<file path="src/rtl/bit32_ripple_carry_adder_unit.sv">
// 32-bit ripple-carry adder with carry-in; sum, carry-out and signed overflow
// are registered, giving one cycle of latency and one result per cycle.

module bit32_rca_full_adder (
    input  logic a_in,
    input  logic b_in,
    input  logic c_in,
    output logic s_out,
    output logic c_out
);

    logic p;

    assign p     = a_in ^ b_in;
    assign s_out = p ^ c_in;
    assign c_out = (a_in & b_in) | (c_in & p);

endmodule

module bit32_ripple_carry_adder_unit (
    input  logic        clk,
    input  logic        rst_n,
    input  logic [31:0] A_in,
    input  logic [31:0] B_in,
    input  logic        C_in,
    output logic [31:0] S_out,
    output logic        C_out,
    output logic        V_out
);

    logic [32:0] carry;
    logic [31:0] sum_w;

    logic [31:0] s_d, s_q;
    logic        c_d, c_q;
    logic        v_d, v_q;

    assign carry[0] = C_in;

    // Carry ripples bit by bit; each stage only sees its neighbour's carry.
    for (genvar i = 0; i < 32; i++) begin : g_fa
        bit32_rca_full_adder u_fa (
            .a_in  (A_in[i]),
            .b_in  (B_in[i]),
            .c_in  (carry[i]),
            .s_out (sum_w[i]),
            .c_out (carry[i+1])
        );
    end

    always_comb begin
        s_d = sum_w;
        c_d = carry[32];
        v_d = carry[32] ^ carry[31];
    end

    always_ff @(posedge clk or negedge rst_n) begin
        if (!rst_n) begin
            s_q <= 32'h0;
            c_q <= 1'b0;
            v_q <= 1'b0;
        end else begin
            s_q <= s_d;
            c_q <= c_d;
            v_q <= v_d;
        end
    end

    assign S_out = s_q;
    assign C_out = c_q;
    assign V_out = v_q;

endmodule

</file>
<file path="config.mk">
export PLATFORM = sky130hd
export DESIGN_NAME = bit32_ripple_carry_adder_unit
export DESIGN_NICKNAME = d
export VERILOG_FILES = /design/src/rtl/bit32_ripple_carry_adder_unit.sv
export SDC_FILE = /design/constraint.sdc
export NUM_CORES = 1
export LEC_CHECK = 0
export CAP_MARGIN = 40
export CORE_MARGIN = 5
export CORE_UTILIZATION = 38
export DETAILED_ROUTE_END_ITERATION = 6
export GPL_TIMING_DRIVEN = 1
export PLACE_DENSITY = 0.84
export RECOVER_POWER = 50
export SYNTH_ARGS = -nofsm -noshare
export SYNTH_HDL_FRONTEND = slang
export SYNTH_SLANG_ARGS = --single-unit
</file>
<file path="constraint.sdc">
create_clock -name clk -period 0.8 [get_ports clk]
set_input_delay 0.2 -clock clk [delete_from_list [all_inputs] [get_ports clk]]
set_output_delay 0.2 -clock clk [all_outputs]
set_load 0.005 [all_outputs]
</file>
==> flow_results.org, run 1 <==
** Worst setup path
- Top cell by count, worst path :: fa_2
- On the worst path, the slowest cell contributes a delay of 0.42 ns.
- Data on the critical path is required at its endpoint by 1.02 ns.
- The worst setup path is launched from an input pin.
- Of all nets on the critical path, the largest fanout is 2.
- Highest-delay cell along the critical path :: fa_2
- The critical path starts at A_in[0].
- The critical path is of the in2reg type.
- For the worst setup path, the data arrival time is 11.64 ns.
- STA classifies the critical path endpoint as a register.

** Pwr
- The clock network burns 30.3% of the power.
- Per report_power, the sequential group accounts for 43.0% of the total.
- In this run the power density over the cells is 1880 nW/um^2.
- The share of total power dissipated in combinational logic is 26.6%.
- Net switching power :: 1.21 mW
- Of the total power, the share spent switching nets is 24.4%.
- Worst IR Drop VDD :: 935 uV
- The analysis attributes to cell leakage a power of 1.12 nW.
- Internal :: 3.75 mW

** Global route
- Via count of the first global-routing pass :: 1288
- Summed over all layers, the global routing overflow is 0.
- The first global-routing pass estimated 6130 microns of wire.
- Maximum number of pins on one net before global-route repair :: 19
- Global routing consumed, over all layers together, 15.6% of the routing resources.
- The initial antenna violation count was 0.

** Synthesis
- Of the total synthesized cell area, the portion taken by full adders, half adders and majority gates is 41.7%.
- Area fraction in and, or, nand and nor cells after synthesis :: 0%
- Post-Syn Instances :: 77
- Area share of the largest cell type after synthesis :: 55.3%
- Share of synthesized area occupied by flip-flops and latches :: 55.3%
- When the netlist entered floorplanning its net count stood at 176.
- Xor/xnor share of the synthesized area :: 0.570%
- Yosys warns :: 0
- Fraction of the mapped netlist area in compound gates :: 0%
- After synthesis, the largest family of logic cells by area is adder cells.
- Leading post-synthesis cells by cell area :: dfrtp_1 55%, fa_1 42%, inv_1 2.4%
- Count of distinct cell types in the synthesized netlist :: 4
- A synthesized cell averages 20.0 sq um.
- Number of synthesized register bits :: 34
- Largest area contributor in the synthesized netlist :: dfrtp_1
- Multiplexer area fraction after synthesis :: 0%
- Post-Synthesis Cell Area :: 1540 sq um

** Routing
- The routed design has 3800 microns of wire.
- First-pass iteration count of the detailed router :: 3
- Average via count per standard cell :: 4.31
- DRC violations left :: 0
- WL/cell :: 15.8 microns
- Overall via count from detail_route :: 1035
- Number of violations reported at the end of detailed-routing iteration 0 :: 18
- The detail route stage leaves a number of antenna-violating nets equal to 0.

** Hold path
- Startpoint of the worst hold path :: A_in[0]
- In this run the worst hold path is classified as in2reg.

** Clock network
- After clock tree synthesis, the clock-pin slew on the worst setup and hold paths is 0.07 ns.
- Inserted Clock Buffers :: 5
- TritonCTS sink count :: 34
- In this run the deepest clock path goes through 2 buffers.
- CTS placed an instance of clkbuf_8 at the clock tree root.
- Deepest level of the CTS H-tree :: 2
- TritonCTS built the clock tree.

** Timing
- Unrepaired setup endpoints after global routing :: yes
- Setup violations remaining at the end of the flow were counted as 67.
- For the pin with the worst max-slew slack, the measured transition is 0.234 ns.
- Final period demand of the worst path :: 11.42 ns
- Dividing the final minimum period by the clock period gives 1430%.
- The worst pin sits at a relative slew slack of 84.4%.
- Fmax :: 87.5 MHz
- The final count of hold timing violations came to 0.
- Crit path setup slack, layout :: -10.62 ns
- On the final layout, the worst hold slack is 0.225 ns.
- Max Transition Viols Final :: 0

** Status
- Outcome :: finished, violations left
- Failing checks :: setup timing

** Final layout
- The top cell types in the final layout, fill and taps aside, are 62 x clkdlybuf4s50_1, 37 x buf_2, 34 x dfrtp_1, 32 x fa_2, 6 x inv_2.
- Fraction of final layout cells sized beyond drive strength 1 :: 45.3%
- Relative to the synthesized area, the layout overhead comes to 71.9%.
- The library cell used most frequently in the layout, excluding fill and tap cells, is clkdlybuf4s50_1.
- Measured on the finished design, the core utilization comes to 66.6%.
- In the final design database the tool counted 288 nets.
- Summing all non-filler instances in the final layout gives an area of 2640 sq um.
- Final antenna diode count :: 0

** Floorplanning
- Die outline height :: 73.6 microns
- Die Area :: 5420 sq um
- The core region is 3970 sq um.
- Once the floorplan was initialized, standard cells occupied 38.7% of the core.
- Width of the chip :: 73.6 microns
- After floorplanning, the core was divided into 23 placement rows.
- Number of placed I/O pins :: 101

** Place
- At the end of routability-driven placement, the weighted congestion stood at 0.795.
- Pre-CTS WS :: -11.30 ns
- The count of buffers added on input and output ports is 100.
- Detailed placement HPWL :: 3320 microns
- Post-Place Cell Area :: 2690 sq um

** Job
- The tool flagged a number of max-cap violations equal to 0.
## worst paths after layout
check	to	slack, ns	cells after the start
max in group asynchronous	S_out[12]$_DFF_PN0_	0.13	3
min in group asynchronous	S_out[20]$_DFF_PN0_	0.46	3
min	S_out[0]$_DFF_PN0_	0.23	2
max	S_out[31]$_DFF_PN0_	-10.62	37
## state kept, by name (all words and copies together), names as in the netlist
signal  cells
C_out       1
S_out      32
V_out       1
## synth_stat cells
| library cell | n |
|---|---|
| dfrtp_1 | 34 |
| fa_1 | 32 |
| inv_1 | 10 |
| xnor2_1 | 1 |
## power groups by stage
| stage | clock network [mW] | logic, mW | registers [mW] |
|---|---|---|---|
| floorplan | 0 | 0.315 | 2.23 |
| global placement | 0 | 1.60 | 2.17 |
| detailed placement | 0 | 1.66 | 2.19 |
| CTS | 1.54 | 1.36 | 2.14 |
| global route | 1.63 | 1.50 | 2.17 |
| finish | 1.51 | 1.32 | 2.14 |
## layer usage
| layer | GRT usage, % | routed length [microns] | up-vias |
|---|---|---|---|
| met2 | 24.9 | 1810 | 82 |
| met1 | 16.9 | 1220 | 502 |
| met3 | 9.30 | 708 | 7 |
| li1 | - | - | 444 |
| met5 | 0 | 0 | - |
| met4 | 6.24 | 62 | 0 |
## cell families (layout without fill, tap and decap cells)
group	count (synthesis)	in the layout
xor+xnor	1	1
fa+ha+maj	32	32
buf+inv	10	123
flops	34	34
## what timing repair did
| item | 4_1_cts | 5_1_grt |
|---|---|---|
| hold buffers | 1 | 0 |
| cloned | 0 | 0 |
| setup buffers | 1 | 1 |
| resized for setup | 153 | 1 |
| pin swaps | 1 | 0 |
| setup endpoints to repair | 68 | 67 |
| hold endpoints to repair | 34 | 0 |
## stage by stage
step	instances	total power, mW	TNS (ns)
after floorplan	77	2.54	-189.88
after global placement	229	3.76	-217.05
after detailed placement	229	3.85	-219.65
after CTS	239	5.04	-196.17
after global routing	240	5.30	-200.52
final	240	4.96	-195.41
## layout make-up
| class | instances | area (sq um) |
|---|---|---|
| clock buffer | 7 | 76.3 |
| tap | 50 | 62.6 |
| sequential | 34 | 851 |
| timing repair buffer | 105 | 857 |
| clock inverter | 1 | 30.0 |
| multi-input combinational | 33 | 729 |
| inverter | 10 | 37.5 |
| fill | 287 | 1330 |
## critical path, delay by kind of cell
family                   cells  cell delay, ns
buffers and inverters        5            0.31
adder cells (fa/ha/maj)     32           11.11
No activity file was read; power rests on OpenSTA's default activity.
==> run 2: changes to the inputs <==
Settings changed: HOLD_SLACK_MARGIN set to 0.08.
==> results of run 2 <==
Same layout as run 1: the final DEF is identical, and so are final timing and power.
